==> src/rtl/latch_bank_write_arbiter.sv <==
// rtl/latch_bank_write_arbiter.sv - round-robin write arbiter for a shared latch bank
// Sequences setup / enable pulse / hold around each granted write; all outputs registered.
module latch_bank_write_arbiter #(
  parameter int N_REQ     = 4,
  parameter int WIDTH     = 8,
  parameter int PULSE_CYC = 1,
  parameter int HOLD_CYC  = 1,
  localparam int GNT_W    = $clog2(N_REQ)
) (
  input  logic                   clk,
  input  logic                   rst_n,
  input  logic [N_REQ-1:0]       req,
  input  logic [N_REQ*WIDTH-1:0] wdata,
  output logic [N_REQ-1:0]       ack,
  output logic [WIDTH-1:0]       lat_d,
  output logic                   lat_c,
  output logic                   busy,
  output logic [GNT_W-1:0]       gnt_id
);

  localparam int CNT_MAX = (PULSE_CYC > HOLD_CYC) ? PULSE_CYC : HOLD_CYC;
  localparam int CNT_W   = (CNT_MAX > 1) ? $clog2(CNT_MAX) : 1;

  typedef enum logic [2:0] {S_IDLE, S_SETUP, S_ENABLE, S_HOLD, S_ACK} state_t;

  state_t           state_q, state_d;
  logic [CNT_W-1:0] cnt_q, cnt_d;
  logic [GNT_W-1:0] ptr_q, ptr_d;
  logic [GNT_W-1:0] gnt_q, gnt_d;
  logic [WIDTH-1:0] lat_d_q, lat_d_d;
  logic             lat_c_q, lat_c_d;
  logic             busy_q, busy_d;
  logic [N_REQ-1:0] ack_q, ack_d;

  logic [WIDTH-1:0] wslice [N_REQ];
  logic             arb_found;
  logic [GNT_W-1:0] arb_idx, arb_pick;

  always_comb begin
    for (int i = 0; i < N_REQ; i++) begin
      wslice[i] = wdata[i*WIDTH +: WIDTH];
    end
  end

  // First requester at or above the pointer, wrapping modulo N_REQ.
  always_comb begin
    arb_found = 1'b0;
    arb_pick  = '0;
    arb_idx   = '0;
    for (int o = 0; o < N_REQ; o++) begin
      arb_idx = GNT_W'((int'(ptr_q) + o) % N_REQ);
      if (!arb_found && req[arb_idx]) begin
        arb_found = 1'b1;
        arb_pick  = arb_idx;
      end
    end
  end

  always_comb begin
    state_d = state_q;
    cnt_d   = cnt_q;
    ptr_d   = ptr_q;
    gnt_d   = gnt_q;
    lat_d_d = lat_d_q;
    case (state_q)
      S_IDLE: begin
        if (arb_found) begin
          state_d = S_SETUP;
          gnt_d   = arb_pick;
          lat_d_d = wslice[arb_pick];
        end
      end
      S_SETUP: begin
        state_d = S_ENABLE;
        cnt_d   = CNT_W'(PULSE_CYC - 1);
      end
      S_ENABLE: begin
        if (cnt_q == '0) begin
          if (HOLD_CYC == 0) begin
            state_d = S_ACK;
          end else begin
            state_d = S_HOLD;
            cnt_d   = CNT_W'(HOLD_CYC - 1);
          end
        end else begin
          cnt_d = cnt_q - CNT_W'(1);
        end
      end
      S_HOLD: begin
        if (cnt_q == '0) begin
          state_d = S_ACK;
        end else begin
          cnt_d = cnt_q - CNT_W'(1);
        end
      end
      S_ACK: begin
        state_d = S_IDLE;
        ptr_d   = (gnt_q == GNT_W'(N_REQ - 1)) ? '0 : gnt_q + GNT_W'(1);
      end
      default: state_d = S_IDLE;
    endcase

    // Outputs are decoded from the next state so they register alongside it.
    lat_c_d = (state_d == S_ENABLE);
    busy_d  = (state_d != S_IDLE);
    ack_d   = '0;
    if (state_d == S_ACK) begin
      ack_d[gnt_d] = 1'b1;
    end
  end

  always_ff @(posedge clk or negedge rst_n) begin
    if (!rst_n) begin
      state_q <= S_IDLE;
      cnt_q   <= '0;
      ptr_q   <= '0;
      gnt_q   <= '0;
      lat_d_q <= '0;
      lat_c_q <= 1'b0;
      busy_q  <= 1'b0;
      ack_q   <= '0;
    end else begin
      state_q <= state_d;
      cnt_q   <= cnt_d;
      ptr_q   <= ptr_d;
      gnt_q   <= gnt_d;
      lat_d_q <= lat_d_d;
      lat_c_q <= lat_c_d;
      busy_q  <= busy_d;
      ack_q   <= ack_d;
    end
  end

  assign ack    = ack_q;
  assign lat_d  = lat_d_q;
  assign lat_c  = lat_c_q;
  assign busy   = busy_q;
  assign gnt_id = gnt_q;

endmodule

==> config.mk <==
export PLATFORM = sky130hd
export DESIGN_NAME = latch_bank_write_arbiter
export DESIGN_NICKNAME = d
export VERILOG_FILES = /design/src/rtl/latch_bank_write_arbiter.sv
export SDC_FILE = /design/constraint.sdc
export NUM_CORES = 1
export LEC_CHECK = 0
export CORE_MARGIN = 2
export CORE_UTILIZATION = 41
export DETAILED_ROUTE_END_ITERATION = 7
export PLACE_DENSITY = 0.86
export SLEW_MARGIN = 25
export SYNTH_ARGS = -nofsm -noshare
export SYNTH_HDL_FRONTEND = slang
export SYNTH_SLANG_ARGS = --single-unit
==> constraint.sdc <==
create_clock -name clk -period 2.25 [get_ports clk]
set_input_delay 0.45 -clock clk [delete_from_list [all_inputs] [get_ports clk]]
set_output_delay 0.45 -clock clk [all_outputs]
set_load 0.05 [all_outputs]
==> results.sh, run 1 <==
export IMPL_tightestPinTransition_ps=505
export IMPL_tns_ps=0
export IMPL_cts_resized=0
export IMPL_ys_ff_latch=21
export IMPL_fin_skew_ps=5.21
export IMPL_rrSetupSlack_ps=240
export IMPL_antenna_found_initial=0
export IMPL_area_growth_pct=58.3
export IMPL_grt_pass1_vias=1242
export IMPL_ys_top_cells_by_area="dfrtp_1, mux2_2, a221o_1"
export IMPL_worstPathCellList="clkdlybuf4s50_1"
export IMPL_power_density_mw_per_mm2=1320
export IMPL_start_util_pct=43.0
export IMPL_grt_max_degree=22
export IMPL_gp_congestion=0.885
export IMPL_core_mm2=0.00276
export IMPL_crit_family="buffers and inverters"
export IMPL_numCtsBuffers=3
export IMPL_final_util_pct=68.0
export IMPL_ir_drop_v=0.000910
export IMPL_hold_viol=0
export IMPL_wirelength_um=3410
export IMPL_num_vias=1273
export IMPL_grt_ovfl_total=0
export IMPL_clock_latency_ps=310
export IMPL_clock_tree_root_cell="clkbuf_4"
export IMPL_worstSetupStartpoint="gnt_id[0]"
export IMPL_hold_buffers=0
export IMPL_via_per_inst=5.89
export IMPL_synthCells=119
export IMPL_drive_above_1_share_pct=17.8
export IMPL_netlist_cell_type_count=33
export IMPL_crit_path_max_incr_delay_ps=850
export IMPL_cp_end_kind="output pin"
export IMPL_die_area_mm2=0.00334
export IMPL_rsz0062_at_grt="false"
export IMPL_post_route_period_util_pct=94.6
export IMPL_drt_drc_violations_left=0
export IMPL_path_depth=1
export IMPL_yosysTopAreaCell="dfrtp_1"
export IMPL_drtAntennaViolNets=0
export IMPL_place_hpwl_um=2630
export IMPL_syn_nets=158
export IMPL_synth_edf_count=0
export IMPL_synthFlopType="dfrtp_1"
export IMPL_max_freq_mhz=470
export IMPL_cts_sinks=21
export IMPL_crit_arrival_ps=1680
export IMPL_row_count=19
export IMPL_die_width_um=57.8
export IMPL_fin_nets=225
export IMPL_critPathBufInv=1
export IMPL_fin_crit_ps=2130
export IMPL_cap_violations=0
export IMPL_worstSetupStartpointType="flop"
export IMPL_report_final_slew_viol_count=0
export IMPL_syn_avg_cell_area_um2=9.96
export IMPL_clkTransAtPathRegs_ps=130
export IMPL_grt_total_usage_pct=21.4
export IMPL_synth_area_mm2=0.00118
export IMPL_setup_violations=0
export IMPL_cp_data_required_time_ps=1800
export IMPL_wire_per_inst_um=15.8
export IMPL_cts_max_level=1
export IMPL_p_leak_uw=0.000779
export IMPL_num_antenna_cells=0
export IMPL_cts_buffer_depth=2
export IMPL_setup_ws_ps=121
export IMPL_hp_class="in2async"
export IMPL_slowest_stage="clkdlybuf4s50_1"
export IMPL_dpl_worst_slack_ps=-168
export IMPL_r2r_worst_path_cells=4
export IMPL_ios=54
export IMPL_relSlewSlack_pct=66.2
export IMPL_cp_max_fo=8
export IMPL_post_cts_buffers=0
export IMPL_reg2reg_from="state_q[0]"
export IMPL_synth_warnings=0
export IMPL_ys_seq_area_share_pct=44.4
export IMPL_grt_pass1_wl_um=5590
export IMPL_fill_cells=211
export IMPL_crit_type="reg2out"
export IMPL_tritoncts="done"
export IMPL_status="completed"
export IMPL_drt_iter0_drc=44
export IMPL_synth_top_area_share_pct=44.4
export IMPL_ys_async_sr_fraction_pct=100
export IMPL_fp_dieH_um=57.8
export IMPL_portBuffers=53
export IMPL_first_pass_iters=4
==> kinds of logic (layout without fill, tap and decap cells) <==
family / Yosys count / in the layout / share of synthesized area (%)
buffers and inverters: 9 / 75 / 3.06
AO/OA/AOI/OAI: 38 / 38 / 23.4
flip-flops: 21 / 21 / 44.4
adder cells (fa/ha/maj): 1 / 1 / 1.06
multiplexers: 9 / 9 / 8.55
XOR/XNOR: 1 / 1 / 0.739
AND/OR/NAND/NOR: 40 / 40 / 18.8
==> registers in the layout, indices dropped and copies added (netlist names) <==
name,count
lat_d,8
ptr_q,2
gnt_id,2
lat_c,1
busy,1
ack,4
state_q,3
==> synth_stat cells, drive strengths merged, types with 3 or more instances <==
library cell / number
a21oi: 11
o21a: 3
mux2: 9
a221o: 8
nand2: 6
o31ai: 9
nand4: 8
dfrtp: 21
buf: 4
nor2: 11
clkbuf: 3
==> per-layer routing <==
layer / vias up / wire length [um] / global-route usage (%)
met5: - / 0 / 0
met4: 0 / 49 / 8.64
met3: 6 / 252 / 1.79
met2: 69 / 1790 / 37.3
met1: 606 / 1320 / 27.4
li1: 592 / - / -
==> placed cells by master (no fill, tap or decap), types with 3 or more instances in the layout <==
cell,synthesis,final
clkdlybuf4s50_1,0,53
dfrtp_1,21,21
buf_4,0,16
nor2_1,11,11
a21oi_1,10,10
o31ai_1,9,9
mux2_2,9,9
nand4_1,8,8
a221o_1,8,8
nand2_1,6,6
o21a_1,3,3
clkbuf_4,0,3
==> metrics by stage <==
step	total power, uW	instances	hold slack [ps]	cell area (um^2)
5_1_grt	2630	216	479	1880
3_5_place_dp	2270	212	500	1850
2_1_floorplan	1710	119	154	1180
4_1_cts	2470	216	483	1880
3_3_place_gp	2220	212	497	1850
6_report	2480	216	480	1880
==> final cells by class <==
type	instances	area, um^2	area share, %
clock buffer	3	22.5	1.20
clock inverter	1	7.51	0.400
inverter	2	7.51	0.400
multi-input combinational	89	623	33.2
sequential	21	526	28.0
tap	31	38.8	2.07
timing repair buffer	69	651	34.7
==> power by group <==
part           switching, uW  internal, uW
logic                    906           677
registers                159           541
clock network            127          67.7
total                   1190          1290
==> worst paths after layout <==
kind,to
setup / recovery,gnt_id[0]
setup reg to reg,ack[2]
hold / removal,ptr_q[1]
min in group clk,lat_d[2]
max in group asynchronous,lat_d[4]
hold reg to reg,lat_d[2]
(Power assumes the default switching activity.)
==> run 2: changes to the inputs <==
Settings changed: CORE_UTILIZATION 41 to 40, CTS_BUF_LIST from default to sky130_fd_sc_hd__clkbuf_16, MAX_ROUTING_LAYER from default to met4, PLACE_DENSITY 0.86 to 0.85.
==> run 2 against run 1 <==
Non-clock buffer count shrank 3; critical path depth grew 6; largest cell class unchanged; die area grew 2.3%; total power grew 7.0%; sequential power grew 1%; cell area grew 2.3%; hold slack gained 35 ps; highest routed layer unchanged; worst setup slack gained 6.9 ps; routed wire length grew 7.0%; cell count shrank 1.4%.
==> results.sh, run 2 (synthesis results as in run 1) <==
export IMPL_grt_pass1_vias=1225
export IMPL_cp_max_fo=10
export IMPL_drive_above_1_share_pct=16.5
export IMPL_worstPathCellList="clkdlybuf4s50_1 > nor2b_1 > o21a_1 > nor3_4 > buf_12 > mux2_2 > a221o_1"
export IMPL_numCtsBuffers=3
export IMPL_routed_wl_met3_um=242
export IMPL_place_hpwl_um=2630
export IMPL_cp_data_required_time_ps=2380
export IMPL_met1_length_um=1430
export IMPL_seq_area_um2=526
export IMPL_report_final_slew_viol_count=0
export IMPL_worstSetupStartpointType="primary input"
export IMPL_crit_type="in2reg"
export IMPL_die_area_mm2=0.00341
export IMPL_num_vias=1253
export IMPL_cts_max_level=1
export IMPL_post_route_period_util_pct=94.3
export IMPL_grt_total_usage_pct=22.3
export IMPL_setup_violations=0
export IMPL_ios=54
export IMPL_final_common_cell="clkdlybuf4s50_1"
export IMPL_hold_viol=0
export IMPL_cp_end_kind="flop"
export IMPL_fin_nets=222
export IMPL_wirelength_um=3650
export IMPL_wire_per_inst_um=17.2
export IMPL_num_antenna_cells=0
export IMPL_combPwrFrac_pct=59.5
export IMPL_clkTransAtPathRegs_ps=60
export IMPL_max_freq_mhz=471
export IMPL_drt_drc_violations_left=0
export IMPL_portBuffers=53
export IMPL_p_leak_uw=0.000798
export IMPL_hold_buffers=0
export IMPL_drt_iter0_drc=61
export IMPL_status="completed"
export IMPL_dp_cells=209
export IMPL_finalNonFillerCells=213
export IMPL_routed_wl_met2_um=1930
export IMPL_fp_dieH_um=58.4
export IMPL_multi_input_area_um2=628
export IMPL_largest_reg_flops=8
export IMPL_dpl_worst_slack_ps=-209
export IMPL_clock_power_share_pct=13.7
export IMPL_cap_violations=0
export IMPL_via_per_inst=5.88
export IMPL_ir_drop_v=0.000892
export IMPL_fin_skew_ps=2.19
export IMPL_post_dp_cell_area_mm2=0.00184
export IMPL_core_mm2=0.00278
export IMPL_crit_path_max_incr_delay_ps=520
export IMPL_rsz0062_at_grt="false"
export IMPL_crit_family="buffers and inverters"
export IMPL_finalPower_uw=2650
export IMPL_grt_pass1_wl_um=5600
export IMPL_relSlewSlack_pct=66.0
export IMPL_tritoncts="done"
export IMPL_row_count=19
export IMPL_cts_sinks=21
export IMPL_highest_layer="met4"
export IMPL_critPathBufInv=2
export IMPL_gp_congestion=0.898
export IMPL_setup_ws_ps=128
export IMPL_seq_power_share_pct=26.8
export IMPL_start_util_pct=42.6
export IMPL_hp_class="reg2reg"
export IMPL_slowest_stage="clkdlybuf4s50_1"
export IMPL_first_pass_iters=4
export IMPL_grt_max_degree=22
export IMPL_power_density_mw_per_mm2=1380
export IMPL_fin_crit_ps=2120
export IMPL_clock_latency_ps=250
export IMPL_grt_ovfl_total=0
export IMPL_tightestPinTransition_ps=508
export IMPL_switching_share_pct=45.2
export IMPL_cts_buffer_depth=2
export IMPL_clock_tree_root_cell="clkbuf_16"
export IMPL_switchingPower_uw=1200
export IMPL_crit_arrival_ps=2250
export IMPL_finalInstanceArea_mm2=0.00192
export IMPL_die_width_um=58.4
export IMPL_area_growth_pct=62.0
export IMPL_drtAntennaViolNets=0
export IMPL_final_cell_mix="clkdlybuf4s50_1, dfrtp_1, buf_4, nor2_1, a21oi_1"
export IMPL_p_int_uw=1450
export IMPL_antenna_found_initial=0
export IMPL_fill_cells=210
==> run 2: metal layers <==
| metal | vias up | GRT usage (%) |
|---|---|---|
| met3 | 6 | 2.42 |
| li1 | 588 | - |
| met2 | 65 | 39.2 |
| met5 | - | - |
| met4 | 0 | 7.31 |
| met1 | 594 | 26.6 |
==> run 2: layout make-up <==
class                           count  share of cell area, %
Clock buffer                        3                   3.91
Clock inverter                      1                  0.196
Inverter                            2                  0.391
Multi-Input combinational cell     89                   32.7
Sequential cell                    21                   27.4
Tap cell                           31                   2.02
Timing Repair Buffer               66                   33.4
==> run 2: stage by stage <==
step                      hold slack, ps  TNS (ps)  utilization [%]
after global routing                 542         0             69.0
after detailed placement             504     -1730             66.0
final                                515         0             69.0
after CTS                            516         0             68.8
after global placement               496     -1190             66.0
after floorplan                      154         0                -
==> run 2: worst reg2reg max path, delay by kind of cell (launching register included) <==
kind	cells	cell delay (ps)
flops	1	430
compound gates	2	540
buf+inv	1	160
simple gates	2	330
mux	1	330
==> run 2: path summary, 6_finish.rpt <==
kind                           from        to  slack [ps]  cells after the start
setup reg to reg           ptr_q[1]  lat_d[2]         330                      6
hold / removal             lat_d[7]  lat_d[7]         510                      1
hold reg to reg            lat_d[7]  lat_d[7]         510                      1
max in group asynchronous     rst_n  lat_d[4]        1490                      2
min in group asynchronous     rst_n      busy         540                      2
setup / recovery             req[3]  lat_d[2]         130                      7
==> run 2: power by group through the flow <==
stage               Clock (uW)  Combinational (uW)  Sequential, uW
floorplan                    0                 643            1070
global placement             0                1500             702
detailed placement           0                1540             710
CTS                        368                1570             707
global route               380                1680             742
finish                     364                1580             710
==> run 2: repair_timing <==
| action | 4_1_cts | 5_1_grt |
|---|---|---|
| setup endpoints to repair | 0 | 9 |
| resized for setup | 0 | 1 |
| buffers inserted | 0 | 0 |
